<file path="config.mk">
export PLATFORM = sky130hd
export DESIGN_NAME = display_timing_gen_flat
export DESIGN_NICKNAME = d
export VERILOG_FILES = /design/src/rtl/display_timings_pkg.sv /design/src/rtl/display_timing_gen_if.sv /design/src/rtl/sig_delay.sv /design/src/rtl/display_timing_gen.sv /design/src/flat_wrapper.sv
export SDC_FILE = /design/constraint.sdc
export NUM_CORES = 1
export LEC_CHECK = 0
export CORE_MARGIN = 5
export CORE_UTILIZATION = 48
export CTS_CLUSTER_SIZE = 24
export DETAILED_ROUTE_END_ITERATION = 8
export PLACE_DENSITY = 0.84
export SYNTH_ARGS = -nofsm -noshare
export SYNTH_HDL_FRONTEND = slang
export SYNTH_SLANG_ARGS = --single-unit
</file>
<file path="constraint.sdc">
create_clock -name i_pix_clk -period 3.57 [get_ports i_pix_clk]
set_input_delay 0.714 -clock i_pix_clk [delete_from_list [all_inputs] [get_ports i_pix_clk]]
set_output_delay 0.714 -clock i_pix_clk [all_outputs]
set_load 0.02 [all_outputs]
</file>
<file path="src/rtl/display_timings_pkg.sv">
// rtl/display_timings_pkg.sv - shared video mode constants and timing helpers
package display_timings_pkg;

    // 1280x720 @ 60 Hz, positive syncs
    localparam int TM_720P_H_RES  = 1280;
    localparam int TM_720P_H_FP   = 110;
    localparam int TM_720P_H_SYNC = 40;
    localparam int TM_720P_H_BP   = 220;
    localparam int TM_720P_V_RES  = 720;
    localparam int TM_720P_V_FP   = 5;
    localparam int TM_720P_V_SYNC = 5;
    localparam int TM_720P_V_BP   = 20;
    localparam bit TM_720P_POL    = 1'b1;

    // 640x480 @ 60 Hz, negative syncs
    localparam int TM_640_H_RES   = 640;
    localparam int TM_640_H_FP    = 16;
    localparam int TM_640_H_SYNC  = 96;
    localparam int TM_640_H_BP    = 48;
    localparam int TM_640_V_RES   = 480;
    localparam int TM_640_V_FP    = 10;
    localparam int TM_640_V_SYNC  = 2;
    localparam int TM_640_V_BP    = 33;
    localparam bit TM_640_POL     = 1'b0;

    function automatic int timing_total(input int res, input int fp, input int sync, input int bp);
        return res + fp + sync + bp;
    endfunction

    localparam int TM_720P_H_TOTAL = timing_total(TM_720P_H_RES, TM_720P_H_FP, TM_720P_H_SYNC, TM_720P_H_BP);
    localparam int TM_720P_V_TOTAL = timing_total(TM_720P_V_RES, TM_720P_V_FP, TM_720P_V_SYNC, TM_720P_V_BP);
    localparam int TM_640_H_TOTAL  = timing_total(TM_640_H_RES, TM_640_H_FP, TM_640_H_SYNC, TM_640_H_BP);
    localparam int TM_640_V_TOTAL  = timing_total(TM_640_V_RES, TM_640_V_FP, TM_640_V_SYNC, TM_640_V_BP);

    typedef struct packed {
        logic de;
        logic vs;
        logic hs;
    } sync_t;

endpackage

</file>
<file path="src/rtl/display_timing_gen_if.sv">
// rtl/display_timing_gen_if.sv - pixel-source and DVI-side signals of the timing generator
interface display_timing_gen_if;
    logic [15:0] o_sx;
    logic [15:0] o_sy;
    logic        o_de;
    logic        o_frame;
    logic        o_line;
    logic [7:0]  i_r;
    logic [7:0]  i_g;
    logic [7:0]  i_b;
    logic        o_dvi_de;
    logic [1:0]  o_dvi_ctrl;
    logic [7:0]  o_dvi_r;
    logic [7:0]  o_dvi_g;
    logic [7:0]  o_dvi_b;

    modport master (
        output o_sx, o_sy, o_de, o_frame, o_line,
        input  i_r, i_g, i_b,
        output o_dvi_de, o_dvi_ctrl, o_dvi_r, o_dvi_g, o_dvi_b
    );

    modport slave (
        input  o_sx, o_sy, o_de, o_frame, o_line,
        output i_r, i_g, i_b,
        input  o_dvi_de, o_dvi_ctrl, o_dvi_r, o_dvi_g, o_dvi_b
    );
endinterface

</file>
<file path="src/rtl/sig_delay.sv">
// rtl/sig_delay.sv - fixed-depth register pipeline with async reset to a set value
module sig_delay #(
    parameter int               WIDTH   = 1,
    parameter int               DEPTH   = 2,
    parameter logic [WIDTH-1:0] RST_VAL = '0
) (
    input  logic             i_clk,
    input  logic             i_rst,
    input  logic [WIDTH-1:0] i_data,
    output logic [WIDTH-1:0] o_data,
    output logic [WIDTH-1:0] o_tap
);
    logic [WIDTH-1:0] stage_q [DEPTH];
    logic [WIDTH-1:0] stage_d [DEPTH];

    always_comb begin
        stage_d[0] = i_data;
        for (int i = 1; i < DEPTH; i++) begin
            stage_d[i] = stage_q[i-1];
        end
    end

    always_ff @(posedge i_clk or posedge i_rst) begin
        if (i_rst) begin
            for (int i = 0; i < DEPTH; i++) stage_q[i] <= RST_VAL;
        end else begin
            for (int i = 0; i < DEPTH; i++) stage_q[i] <= stage_d[i];
        end
    end

    assign o_data = stage_q[DEPTH-1];
    // value about to enter the last stage, so a single-register consumer lines up with o_data
    assign o_tap  = stage_d[DEPTH-1];
endmodule

</file>
<file path="src/rtl/display_timing_gen.sv">
// rtl/display_timing_gen.sv - raster counters, sync generation and DVI-aligned pixel output
module display_timing_gen
    import display_timings_pkg::*;
#(
    parameter int H_RES    = TM_720P_H_RES,
    parameter int H_FP     = TM_720P_H_FP,
    parameter int H_SYNC   = TM_720P_H_SYNC,
    parameter int H_BP     = TM_720P_H_BP,
    parameter int V_RES    = TM_720P_V_RES,
    parameter int V_FP     = TM_720P_V_FP,
    parameter int V_SYNC   = TM_720P_V_SYNC,
    parameter int V_BP     = TM_720P_V_BP,
    parameter bit H_POL    = TM_720P_POL,
    parameter bit V_POL    = TM_720P_POL,
    parameter int PIPE_DLY = 2
) (
    input  logic                 i_pix_clk,
    input  logic                 i_rst,
    display_timing_gen_if.master bus
);
    localparam int          H_TOTAL = timing_total(H_RES, H_FP, H_SYNC, H_BP);
    localparam int          V_TOTAL = timing_total(V_RES, V_FP, V_SYNC, V_BP);
    localparam logic [15:0] H_LAST  = 16'(H_TOTAL - 1);
    localparam logic [15:0] V_LAST  = 16'(V_TOTAL - 1);
    localparam logic [15:0] H_ACT   = 16'(H_RES);
    localparam logic [15:0] V_ACT   = 16'(V_RES);
    localparam logic [15:0] HS_BEG  = 16'(H_RES + H_FP);
    localparam logic [15:0] HS_END  = 16'(H_RES + H_FP + H_SYNC);
    localparam logic [15:0] VS_BEG  = 16'(V_RES + V_FP);
    localparam logic [15:0] VS_END  = 16'(V_RES + V_FP + V_SYNC);
    localparam sync_t       SYNC_IDLE = '{de: 1'b0, vs: ~V_POL, hs: ~H_POL};

    logic        run_q, run_d;
    logic [15:0] sx_q, sx_d, sy_q, sy_d;
    logic        frame_q, frame_d, line_q, line_d;
    sync_t       sync_q, sync_d;
    logic [7:0]  r_q, r_d, g_q, g_d, b_q, b_d;
    sync_t       dvi, dvi_tap;

    always_comb begin
        run_d = 1'b1;
        sx_d  = sx_q + 16'd1;
        sy_d  = sy_q;
        // first edge after reset presents (0,0) instead of advancing
        if (!run_q) begin
            sx_d = '0;
            sy_d = '0;
        end else if (sx_q == H_LAST) begin
            sx_d = '0;
            sy_d = (sy_q == V_LAST) ? '0 : sy_q + 16'd1;
        end
        sync_d.de = (sx_d < H_ACT) && (sy_d < V_ACT);
        sync_d.hs = (sx_d >= HS_BEG && sx_d < HS_END) ? H_POL : ~H_POL;
        sync_d.vs = (sy_d >= VS_BEG && sy_d < VS_END) ? V_POL : ~V_POL;
        line_d    = (sx_d == '0);
        frame_d   = line_d && (sy_d == '0);
        r_d       = dvi_tap.de ? bus.i_r : '0;
        g_d       = dvi_tap.de ? bus.i_g : '0;
        b_d       = dvi_tap.de ? bus.i_b : '0;
    end

    always_ff @(posedge i_pix_clk or posedge i_rst) begin
        if (i_rst) begin
            run_q   <= 1'b0;
            sx_q    <= '0;
            sy_q    <= '0;
            frame_q <= 1'b0;
            line_q  <= 1'b0;
            sync_q  <= SYNC_IDLE;
            r_q     <= '0;
            g_q     <= '0;
            b_q     <= '0;
        end else begin
            run_q   <= run_d;
            sx_q    <= sx_d;
            sy_q    <= sy_d;
            frame_q <= frame_d;
            line_q  <= line_d;
            sync_q  <= sync_d;
            r_q     <= r_d;
            g_q     <= g_d;
            b_q     <= b_d;
        end
    end

    sig_delay #(
        .WIDTH   (3),
        .DEPTH   (PIPE_DLY),
        .RST_VAL (SYNC_IDLE)
    ) u_sync_dly (
        .i_clk  (i_pix_clk),
        .i_rst  (i_rst),
        .i_data (sync_q),
        .o_data (dvi),
        .o_tap  (dvi_tap)
    );

    assign bus.o_sx       = sx_q;
    assign bus.o_sy       = sy_q;
    assign bus.o_de       = sync_q.de;
    assign bus.o_frame    = frame_q;
    assign bus.o_line     = line_q;
    assign bus.o_dvi_de   = dvi.de;
    assign bus.o_dvi_ctrl = {dvi.vs, dvi.hs};
    assign bus.o_dvi_r    = r_q;
    assign bus.o_dvi_g    = g_q;
    assign bus.o_dvi_b    = b_q;
endmodule

</file>
<file path="src/flat_wrapper.sv">
// flat-port wrapper written by rule: the top's interface ports become plain ports
module display_timing_gen_flat import display_timings_pkg::*;
#(
    parameter int H_RES    = TM_720P_H_RES,
    parameter int H_FP     = TM_720P_H_FP,
    parameter int H_SYNC   = TM_720P_H_SYNC,
    parameter int H_BP     = TM_720P_H_BP,
    parameter int V_RES    = TM_720P_V_RES,
    parameter int V_FP     = TM_720P_V_FP,
    parameter int V_SYNC   = TM_720P_V_SYNC,
    parameter int V_BP     = TM_720P_V_BP,
    parameter bit H_POL    = TM_720P_POL,
    parameter bit V_POL    = TM_720P_POL,
    parameter int PIPE_DLY = 2
)
  (i_pix_clk, i_rst, bus_o_sx, bus_o_sy, bus_o_de, bus_o_frame, bus_o_line, bus_i_r, bus_i_g, bus_i_b, bus_o_dvi_de, bus_o_dvi_ctrl, bus_o_dvi_r, bus_o_dvi_g, bus_o_dvi_b);
  display_timing_gen_if bus_i ();
  input  logic i_pix_clk;
  input  logic i_rst;
  output wire logic [$bits(bus_i.o_sx)-1:0] bus_o_sx;
  output wire logic [$bits(bus_i.o_sy)-1:0] bus_o_sy;
  output wire logic [$bits(bus_i.o_de)-1:0] bus_o_de;
  output wire logic [$bits(bus_i.o_frame)-1:0] bus_o_frame;
  output wire logic [$bits(bus_i.o_line)-1:0] bus_o_line;
  input wire logic [$bits(bus_i.i_r)-1:0] bus_i_r;
  input wire logic [$bits(bus_i.i_g)-1:0] bus_i_g;
  input wire logic [$bits(bus_i.i_b)-1:0] bus_i_b;
  output wire logic [$bits(bus_i.o_dvi_de)-1:0] bus_o_dvi_de;
  output wire logic [$bits(bus_i.o_dvi_ctrl)-1:0] bus_o_dvi_ctrl;
  output wire logic [$bits(bus_i.o_dvi_r)-1:0] bus_o_dvi_r;
  output wire logic [$bits(bus_i.o_dvi_g)-1:0] bus_o_dvi_g;
  output wire logic [$bits(bus_i.o_dvi_b)-1:0] bus_o_dvi_b;
  assign bus_o_sx = bus_i.o_sx;
  assign bus_o_sy = bus_i.o_sy;
  assign bus_o_de = bus_i.o_de;
  assign bus_o_frame = bus_i.o_frame;
  assign bus_o_line = bus_i.o_line;
  assign bus_i.i_r = bus_i_r;
  assign bus_i.i_g = bus_i_g;
  assign bus_i.i_b = bus_i_b;
  assign bus_o_dvi_de = bus_i.o_dvi_de;
  assign bus_o_dvi_ctrl = bus_i.o_dvi_ctrl;
  assign bus_o_dvi_r = bus_i.o_dvi_r;
  assign bus_o_dvi_g = bus_i.o_dvi_g;
  assign bus_o_dvi_b = bus_i.o_dvi_b;
  display_timing_gen #(.H_RES(H_RES), .H_FP(H_FP), .H_SYNC(H_SYNC), .H_BP(H_BP), .V_RES(V_RES), .V_FP(V_FP), .V_SYNC(V_SYNC), .V_BP(V_BP), .H_POL(H_POL), .V_POL(V_POL), .PIPE_DLY(PIPE_DLY)) u_core (.i_pix_clk(i_pix_clk), .i_rst(i_rst), .bus(bus_i));
endmodule
</file>
# Yosys cells after proc, flatten, opt, wreduce, memory -nomap -nowiden
# Cells that the tools add are included.
[totals]
out_inout_bits = 62
in_bits = 26
regBits = 68
elab_cells = 39
[op_classes]
add_sub_neg = 2
n_reduce_logical = 6
n_eq_ne = 2
order_cmp = 6
muxes = 10
[op_table]
columns = ["operator", "n"]
rows = [
  ["$mux W16", 5],
  ["$add A16 B1 Y16 const B", 2],
  ["$logic_not A16 Y1", 2],
  ["$lt A16 B10 Y1 const B", 2],
  ["$lt A16 B11 Y1 const B", 2],
  ["$mux W8", 3],
  ["$eq A16 B10 Y1 const B", 1],
  ["$eq A16 B11 Y1 const B", 1],
  ["$ge A16 B10 Y1 const B", 1],
  ["$ge A16 B11 Y1 const B", 1],
  ["$logic_and A1 B1 Y1", 4],
  ["$mux W1", 2],
]

# Logic depth before layout (Yosys ltp)
# Gate-level depths: netlist of run 1.
[depth]
ltp_word = 7
depth_mapped = 12
depth_no_buf = 9

# Modules after synthesis
# From an unflattened synthesis of run 1, not the netlist that was laid out.
[hier_totals]
hier_cells = 321
hier_area_um2 = 3321.9
[by_module_without_submodules]
columns = ["mod", "area_per_inst_um2", "instances", "cells_each", "seq_area_each_um2"]
rows = [
  ["display_timing_gen", 3168.0, 1, 314, 1551.5],
  ["sig_delay", 153.9, 1, 7, 150.1],
]

# Worst setup path after synthesis of run 1
# OpenSTA, ideal clock, no wires.
[synth_timing]
path_kind = "reg2reg"
from = "register u_core.sx_q[0], in the netlist u_core.bus.o_sx[0]"
to = "register u_core.frame_q, in the netlist u_core.bus.o_frame"
path_buffers = 2
stages_incl_launch_ff = 11
period_less_slack_ns = 3.306
setup_ns = 0.096
required_time_ns = 3.474
arrival_ns = 3.211
setup_slack_ns = 0.264
path_cell_list = "dfrtp_1 -> ha_1 -> or4bb_1 -> or4_1 -> buf_2 -> clkbuf_1 -> nor3_1 -> xnor2_1 -> a31oi_1 -> or4_4 -> nor4_2"
[synth_via]
elab_chain_cells = 5
word_cells_on_any_way = 9
classes_between = "add/sub: 1; eq/ne: 1; mux: 4; reduce/logical: 3"
[synth_lines]
columns = ["item", "line_no", "text"]
rows = [
  ["start, declared", "display_timing_gen.sv:34", "logic [15:0] sx_q, sx_d, sy_q, sy_d;"],
  ["start signal, assigned", "display_timing_gen.sv:65", "sx_q <= '0;"],
  ["start signal, assigned", "display_timing_gen.sv:75", "sx_q <= sx_d;"],
  ["$add A16 B1 Y16 / $eq A16 B11 Y1 (equally long branches)", "display_timing_gen.sv:42, display_timing_gen.sv:48", ""],
  ["$mux W16", "display_timing_gen.sv:48", "end else if (sx_q == H_LAST) begin"],
  ["$mux W16", "display_timing_gen.sv:45", "if (!run_q) begin"],
  ["$logic_not A16 Y1 (on tied branches)", "display_timing_gen.sv:55, display_timing_gen.sv:56", ""],
  ["$logic_and A1 B1 Y1 *", "display_timing_gen.sv:56", "frame_d = line_d && (sy_d == '0);"],
  ["named net u_core.frame_d", "display_timing_gen.sv:35", "logic frame_q, frame_d, line_q, line_d;"],
  ["end signal, assigned", "display_timing_gen.sv:77", "frame_q <= frame_d;"],
  ["end, declared", "display_timing_gen.sv:35", ""],
]
# The timed path passes the listed nets; every way through them passes the cells marked *.

==> flow_metrics.py, run 1 <==
metrics = {
    "grt": {
        "grt_max_degree": 36,
        "grtUsageTotal": 0.198,
        "first_global_vias": 2604,
        "grt_pass1_wl_um": 13400,
        "antenna_found_initial": 0,
        "overflow": 0,
    },
    "timing": {
        "fin_setup_tns_ns": 0,
        "setup_viol": 0,
        "whs_ns": 0.348,
        "clock.fmax_ghz": 0.289,
        "relSlewSlack": 0.520,
        "final_max_slew_viol_count": 0,
        "worst-slew-pin-transition_ns": 0.719,
        "finalCritPeriodShare": 0.969,
        "post-route-min-period_ns": 3.46,
        "fin_skew_ns": 0.00934,
        "fin_ws_ns": 0.111,
        "rsz0062_at_grt": "false",
        "finalHoldViolCount": 0,
    },
    "placed_design": {
        "hpwl_um": 5860,
        "finalWeightedCongestion": 0.889,
        "io_buffers": 87,
        "place_ws_ns": 0.142,
    },
    "synth": {
        "synth_fa_ha_area_frac": 0.0155,
        "yosys.area_share.simple": 0.260,
        "yosys-top-cells-count": "68 x dfrtp_1, 28 x nor2_1, 26 x and2_1, 20 x xnor2_1, 18 x nand2_1",
        "netlist.top_cell.by_area": "dfrtp_1",
        "ys_ff_latch": 68,
        "synth.distinct_cells": 50,
        "yosysWarningCount": 0,
        "synth_compound_area_frac": 0.0741,
        "synthesis.nets": 343,
        "synthCells": 313,
        "yosysTopAreaCellShare": 0.528,
        "synth_xor_area_frac": 0.0760,
        "async_reset_ff_frac": 1.00,
        "synth-edff-count": 0,
        "synth_area_mm2": 0.00323,
        "synth_top_flop_cell": "dfrtp_1",
        "yosysMostFrequentCell": "dfrtp_1",
        "synth_seq_area_share": 0.528,
        "synth_top_family_by_area": "simple AND/OR/NAND/NOR gates",
        "yosys-top-cells-area": "dfrtp_1 53%, xnor2_1 5.4%, and2_1 5.0%",
        "synthMuxAreaShare": 0.00621,
        "syn_area_per_cell_um2": 10.3,
    },
    "route": {
        "drc": 0,
        "vias_per_cell": 5.62,
        "final_antenna_net_count": 0,
        "drt_iter0_drc": 168,
        "drtPass1Iterations": 5,
        "wire_per_inst_um": 16.9,
        "via_count": 2708,
        "wl_um": 8160,
    },
    "run_status": {
        "outcome": "complete, no violations",
    },
    "power": {
        "power_density_mw_per_mm2": 377,
        "p_sw_mw": 0.398,
        "peakVddDrop_mv": 0.211,
        "p_comb_frac": 0.088,
        "pwr-share-clk": 0.430,
        "p_leak_nw": 1.77,
        "swShare": 0.240,
        "intPower_mw": 1.26,
        "power_frac_seq": 0.481,
    },
    "floorplan": {
        "core_area_mm2": 0.00646,
        "die_area_mm2": 0.00846,
        "rows": 29,
        "initial_core_util": 0.499,
        "io_pins": 88,
        "fp.dieH_um": 92.0,
        "die_w_um": 92.0,
    },
    "cells_and_area": {
        "drive_gt1_frac": 0.0790,
        "final_core_util": 0.682,
        "nNetsFinal": 430,
        "syn_to_final_growth_pct": 36.5,
        "antenna_cells": 0,
    },
    "clock_tree": {
        "clk_latency_ns": 0.34,
        "cts_tree": "done",
        "htree_levels": 3,
        "cts_buffers": 9,
        "cts_root_buffer": "clkbuf_8",
        "cts_buffer_depth": 2,
        "cts_setup_buffers": 0,
        "cts.clk_slew.worst_paths_ns": 0.08,
        "hold_buffers": 0,
        "cts_sinks": 68,
    },
    "setup_path": {
        "worst_ep_arrival_time_ns": 3.70,
        "criticalPathCategory": "reg -> reg",
        "critPathMaxFanout": 7,
        "worst_r2r_startpoint": "u_core.bus.o_sx[1]",
        "start_kind": "flop",
        "critical_path.startpoint": "u_core.bus.o_sx[1]",
        "required_ns": 3.81,
        "crit_path_end_kind": "flop",
    },
    "flow_run": {
        "cap_viol_max_count": 0,
    },
    "min_path": {
        "hp-class": "reg -> reg",
        "min_from": "u_core.sync_q[0]",
    },
}
[power groups by stage]
stage               Clock, mW  Combinational [mW]  Sequential (mW)
floorplan                   0              0.0448            0.837
global placement            0               0.145            0.813
detailed placement          0               0.147            0.814
CTS                     0.728               0.148            0.799
global route            0.760               0.157            0.802
finish                  0.715               0.146            0.799
[per-layer routing]
layer  vias to the layer above  share of wire  track usage
met5                         -              0            0
met3                        15          0.087       0.0417
met2                       151           0.46        0.311
met4                         0          0.016       0.0730
li1                       1262              -            -
met1                      1280           0.44        0.271
[metrics by stage]
step,instances,cell area [µm²],power [mW]
floorplan,313,3230,0.881
CTS,482,4390,1.68
global placement,466,4160,0.958
detailed placement,466,4160,0.962
global route,482,4400,1.72
finish,482,4400,1.66
[placed cells by master, fill, tap and decap left out, drive strengths merged, types with 4 or more instances in the layout]
cell / synthesis / final
a31oi: 4 / 4
nand2: 18 / 18
dfrtp: 68 / 68
nor2: 28 / 28
xnor2: 20 / 20
and2: 26 / 26
ha: 4 / 4
nor4: 12 / 12
nor3: 14 / 14
o21ai: 7 / 7
clkbuf: 8 / 9
inv: 11 / 13
xor2: 8 / 8
nand4: 8 / 8
buf: 9 / 6
nand3: 15 / 15
and4: 4 / 4
a21oi: 4 / 4
or3: 5 / 5
or4: 7 / 7
clkdlybuf4s50: 0 / 87
[what timing repair did]
item,in CTS,in global routing
endpoints found under the setup margin,0,1
resized for setup,0,3
endpoints found under the hold margin,0,0
[registers in the layout, indices dropped and copies added, names as in the netlist]
| name | count |
|---|---|
| u_core.bus.o_sx | 16 |
| u_core.bus.o_dvi_g | 8 |
| u_core.sync_q | 2 |
| u_core.bus.o_de | 1 |
| u_core.run_q | 1 |
| u_core.u_sync_dly.o_data | 3 |
| u_core.bus.o_line | 1 |
| u_core.bus.o_dvi_b | 8 |
| u_core.bus.o_dvi_r | 8 |
| u_core.u_sync_dly.o_tap | 3 |
| u_core.bus.o_sy | 16 |
| u_core.bus.o_frame | 1 |
[worst max-delay path, stage by stage (launching register included)]
cell and delay [ns]:
dfrtp_1 0.44, inv_1 0.08, ha_1 0.14, or4bb_1 0.55, or4_1 0.67, nor4_1 0.40, xnor2_1 0.18, nor2_1 0.09
or4_4 0.54, nor4_2 0.29
[cell type report]
type | instances | area (µm²)
tap | 77 | 96.3
clock buffer | 9 | 124
multi-input combinational | 217 | 1410
clock inverter | 7 | 98.8
fill | 495 | 2050
sequential | 68 | 1700
inverter | 11 | 41.3
timing repair buffer | 93 | 928
[cells by family after synthesis]
group / count (synthesis)
AND/OR/NAND/NOR: 150
flip-flops: 68
AO/OA/AOI/OAI: 32
XOR/XNOR: 28
buffers and inverters: 28
adder cells (fa/ha/maj): 4
multiplexers: 2
other: 1
[worst paths after layout]
check	end	slack, ns	cells past startpoint
worst max-delay path	u_core.bus.o_de	0.11	9
worst min-delay path	u_core.u_sync_dly.o_tap[0]	0.35	0
worst max register to register	u_core.bus.o_de	0.11	9
worst min register to register	u_core.u_sync_dly.o_tap[0]	0.35	0
max in group asynchronous	u_core.bus.o_dvi_g[2]	2.12	3
min in group asynchronous	u_core.bus.o_dvi_b[2]	0.82	2
No activity file was read; power rests on OpenSTA's default activity.
==> run 2, diff against run 1 <==
Settings changed: PLACE_DENSITY 0.84 to 0.8.
==> flow_metrics.py, run 2 (synthesis gave the netlist of run 1 again) <==
metrics = {
    "run_status": {
        "outcome": "complete, no violations",
    },
    "cells_and_area": {
        "drive_gt1_frac": 0.0790,
        "final_cell_mix": "87 x clkdlybuf4s50_1, 68 x dfrtp_1, 28 x nor2_1",
        "final_core_util": 0.670,
        "final_common_cell": "clkdlybuf4s50_1",
        "antenna_cells": 0,
        "seq_area_mm2": 0.00170,
        "instances_no_fill": 482,
        "fillers": 493,
        "multi_input_area_mm2": 0.00141,
        "nNetsFinal": 431,
        "syn_to_final_growth_pct": 34.3,
    },
    "setup_path": {
        "start_kind": "flop",
        "rrSetupSlack_ns": 0.20,
        "worst_r2r_startpoint": "u_core.bus.o_sx[1]",
        "critical_path.startpoint": "u_core.bus.o_sx[1]",
        "criticalPathCategory": "reg -> reg",
        "worst_ep_arrival_time_ns": 3.58,
        "critPathMaxFanout": 7,
        "required_ns": 3.79,
        "crit_path_end_kind": "flop",
    },
    "clock_tree": {
        "cts_tree": "done",
        "cts_sinks": 68,
        "clk_latency_ns": 0.33,
        "cts_root_buffer": "clkbuf_8",
        "cts_buffers": 9,
        "cts_setup_buffers": 0,
        "cts.clk_slew.worst_paths_ns": 0.07,
        "htree_levels": 3,
        "cts_buffer_depth": 2,
        "hold_buffers": 0,
    },
    "power": {
        "p_leak_nw": 1.74,
        "peakVddDrop_mv": 0.197,
        "power_density_mw_per_mm2": 341,
    },
    "grt": {
        "antenna_found_initial": 0,
        "grt_pass1_wl_um": 13600,
        "first_global_vias": 2619,
        "overflow": 0,
        "grt_max_degree": 31,
        "grtUsageTotal": 0.201,
    },
    "floorplan": {
        "fp.dieH_um": 92.0,
        "die_w_um": 92.0,
        "core_area_mm2": 0.00646,
        "die_area_mm2": 0.00846,
        "initial_core_util": 0.499,
        "rows": 29,
        "io_pins": 88,
    },
    "route": {
        "via_count": 2709,
        "vias_per_cell": 5.62,
        "drc": 0,
        "final_antenna_net_count": 0,
        "drt_iter0_drc": 156,
        "drtPass1Iterations": 4,
        "wl_um": 8190,
        "wire_per_inst_um": 17.0,
    },
    "placed_design": {
        "finalWeightedCongestion": 0.918,
        "hpwl_um": 6020,
        "io_buffers": 87,
        "post-place-cells": 467,
    },
    "timing": {
        "relSlewSlack": 0.523,
        "worst-slew-pin-transition_ns": 0.709,
        "fin_setup_tns_ns": 0,
        "setup_viol": 0,
        "fin_skew_ns": 0.00667,
        "finalCritPeriodShare": 0.943,
        "clock.fmax_ghz": 0.297,
        "post-route-min-period_ns": 3.37,
        "rsz0062_at_grt": "false",
        "final_max_slew_viol_count": 0,
        "finalHoldViolCount": 0,
    },
    "min_path": {
        "hp-class": "reg -> reg",
        "min_from": "u_core.u_sync_dly.o_tap[0]",
    },
    "flow_run": {
        "cap_viol_max_count": 0,
    },
}
[run 2: final timing paths]
| check | depth (start not counted) | endpoint |
|---|---|---|
| hold / removal | 0 | u_core.u_sync_dly.o_data[0] |
| min in group asynchronous | 2 | u_core.bus.o_dvi_r[7] |
| max in group asynchronous | 3 | u_core.bus.o_sy[9] |
| setup / recovery | 9 | u_core.bus.o_de |
| hold reg to reg | 0 | u_core.u_sync_dly.o_data[0] |
| setup reg to reg | 9 | u_core.bus.o_de |
[run 2: where the power goes]
group | switching, mW | internal [mW]
combinational | 0.0703 | 0.0745
sequential | 0.0107 | 0.789
clock | 0.286 | 0.245
total | 0.367 | 1.11
[run 2: cell type report]
| cell class | count | area share |
|---|---|---|
| Clock buffer | 10 | 0.0295 |
| Clock inverter | 5 | 0.00693 |
| Inverter | 11 | 0.00953 |
| Multi-Input combinational cell | 217 | 0.326 |
| Sequential cell | 68 | 0.393 |
| Tap cell | 77 | 0.0222 |
| Timing Repair Buffer | 94 | 0.213 |
[run 2: per-stage QoR]
stage	instance area [µm²]	hold slack [ns]	total power, mW	worst slack [ns]
finish	4330	0.354	1.48	0.204
CTS	4320	0.357	1.49	0.133
detailed placement	4160	0.340	0.961	0.165
floorplan	3230	0.331	0.881	0.264
global route	4330	0.365	1.54	0.0421
global placement	4160	0.333	0.957	0.324
[run 2: layer usage]
layer / vias to the layer above / wire length, µm / global-route usage
li1: 1266 / - / -
met4: 0 / 127 / 0.0792
met2: 130 / 3820 / 0.309
met5: - / 0 / 0
met1: 1301 / 3690 / 0.280
met3: 12 / 551 / 0.0434
[run 2: repair_timing]
item	4_1_cts	5_1_grt
endpoints found under the hold margin	0	0
gates resized for setup	0	3
endpoints found under the setup margin	0	2
[run 2: worst max-delay path, cell delays in order (launching register included)]
cell and delay (ns):
dfrtp_1 0.43, inv_1 0.07, ha_1 0.13, or4bb_1 0.55, or4_4 0.60, nor4_1 0.36, xnor2_1 0.16, nor2_1 0.08
or4_4 0.54, nor4_1 0.32
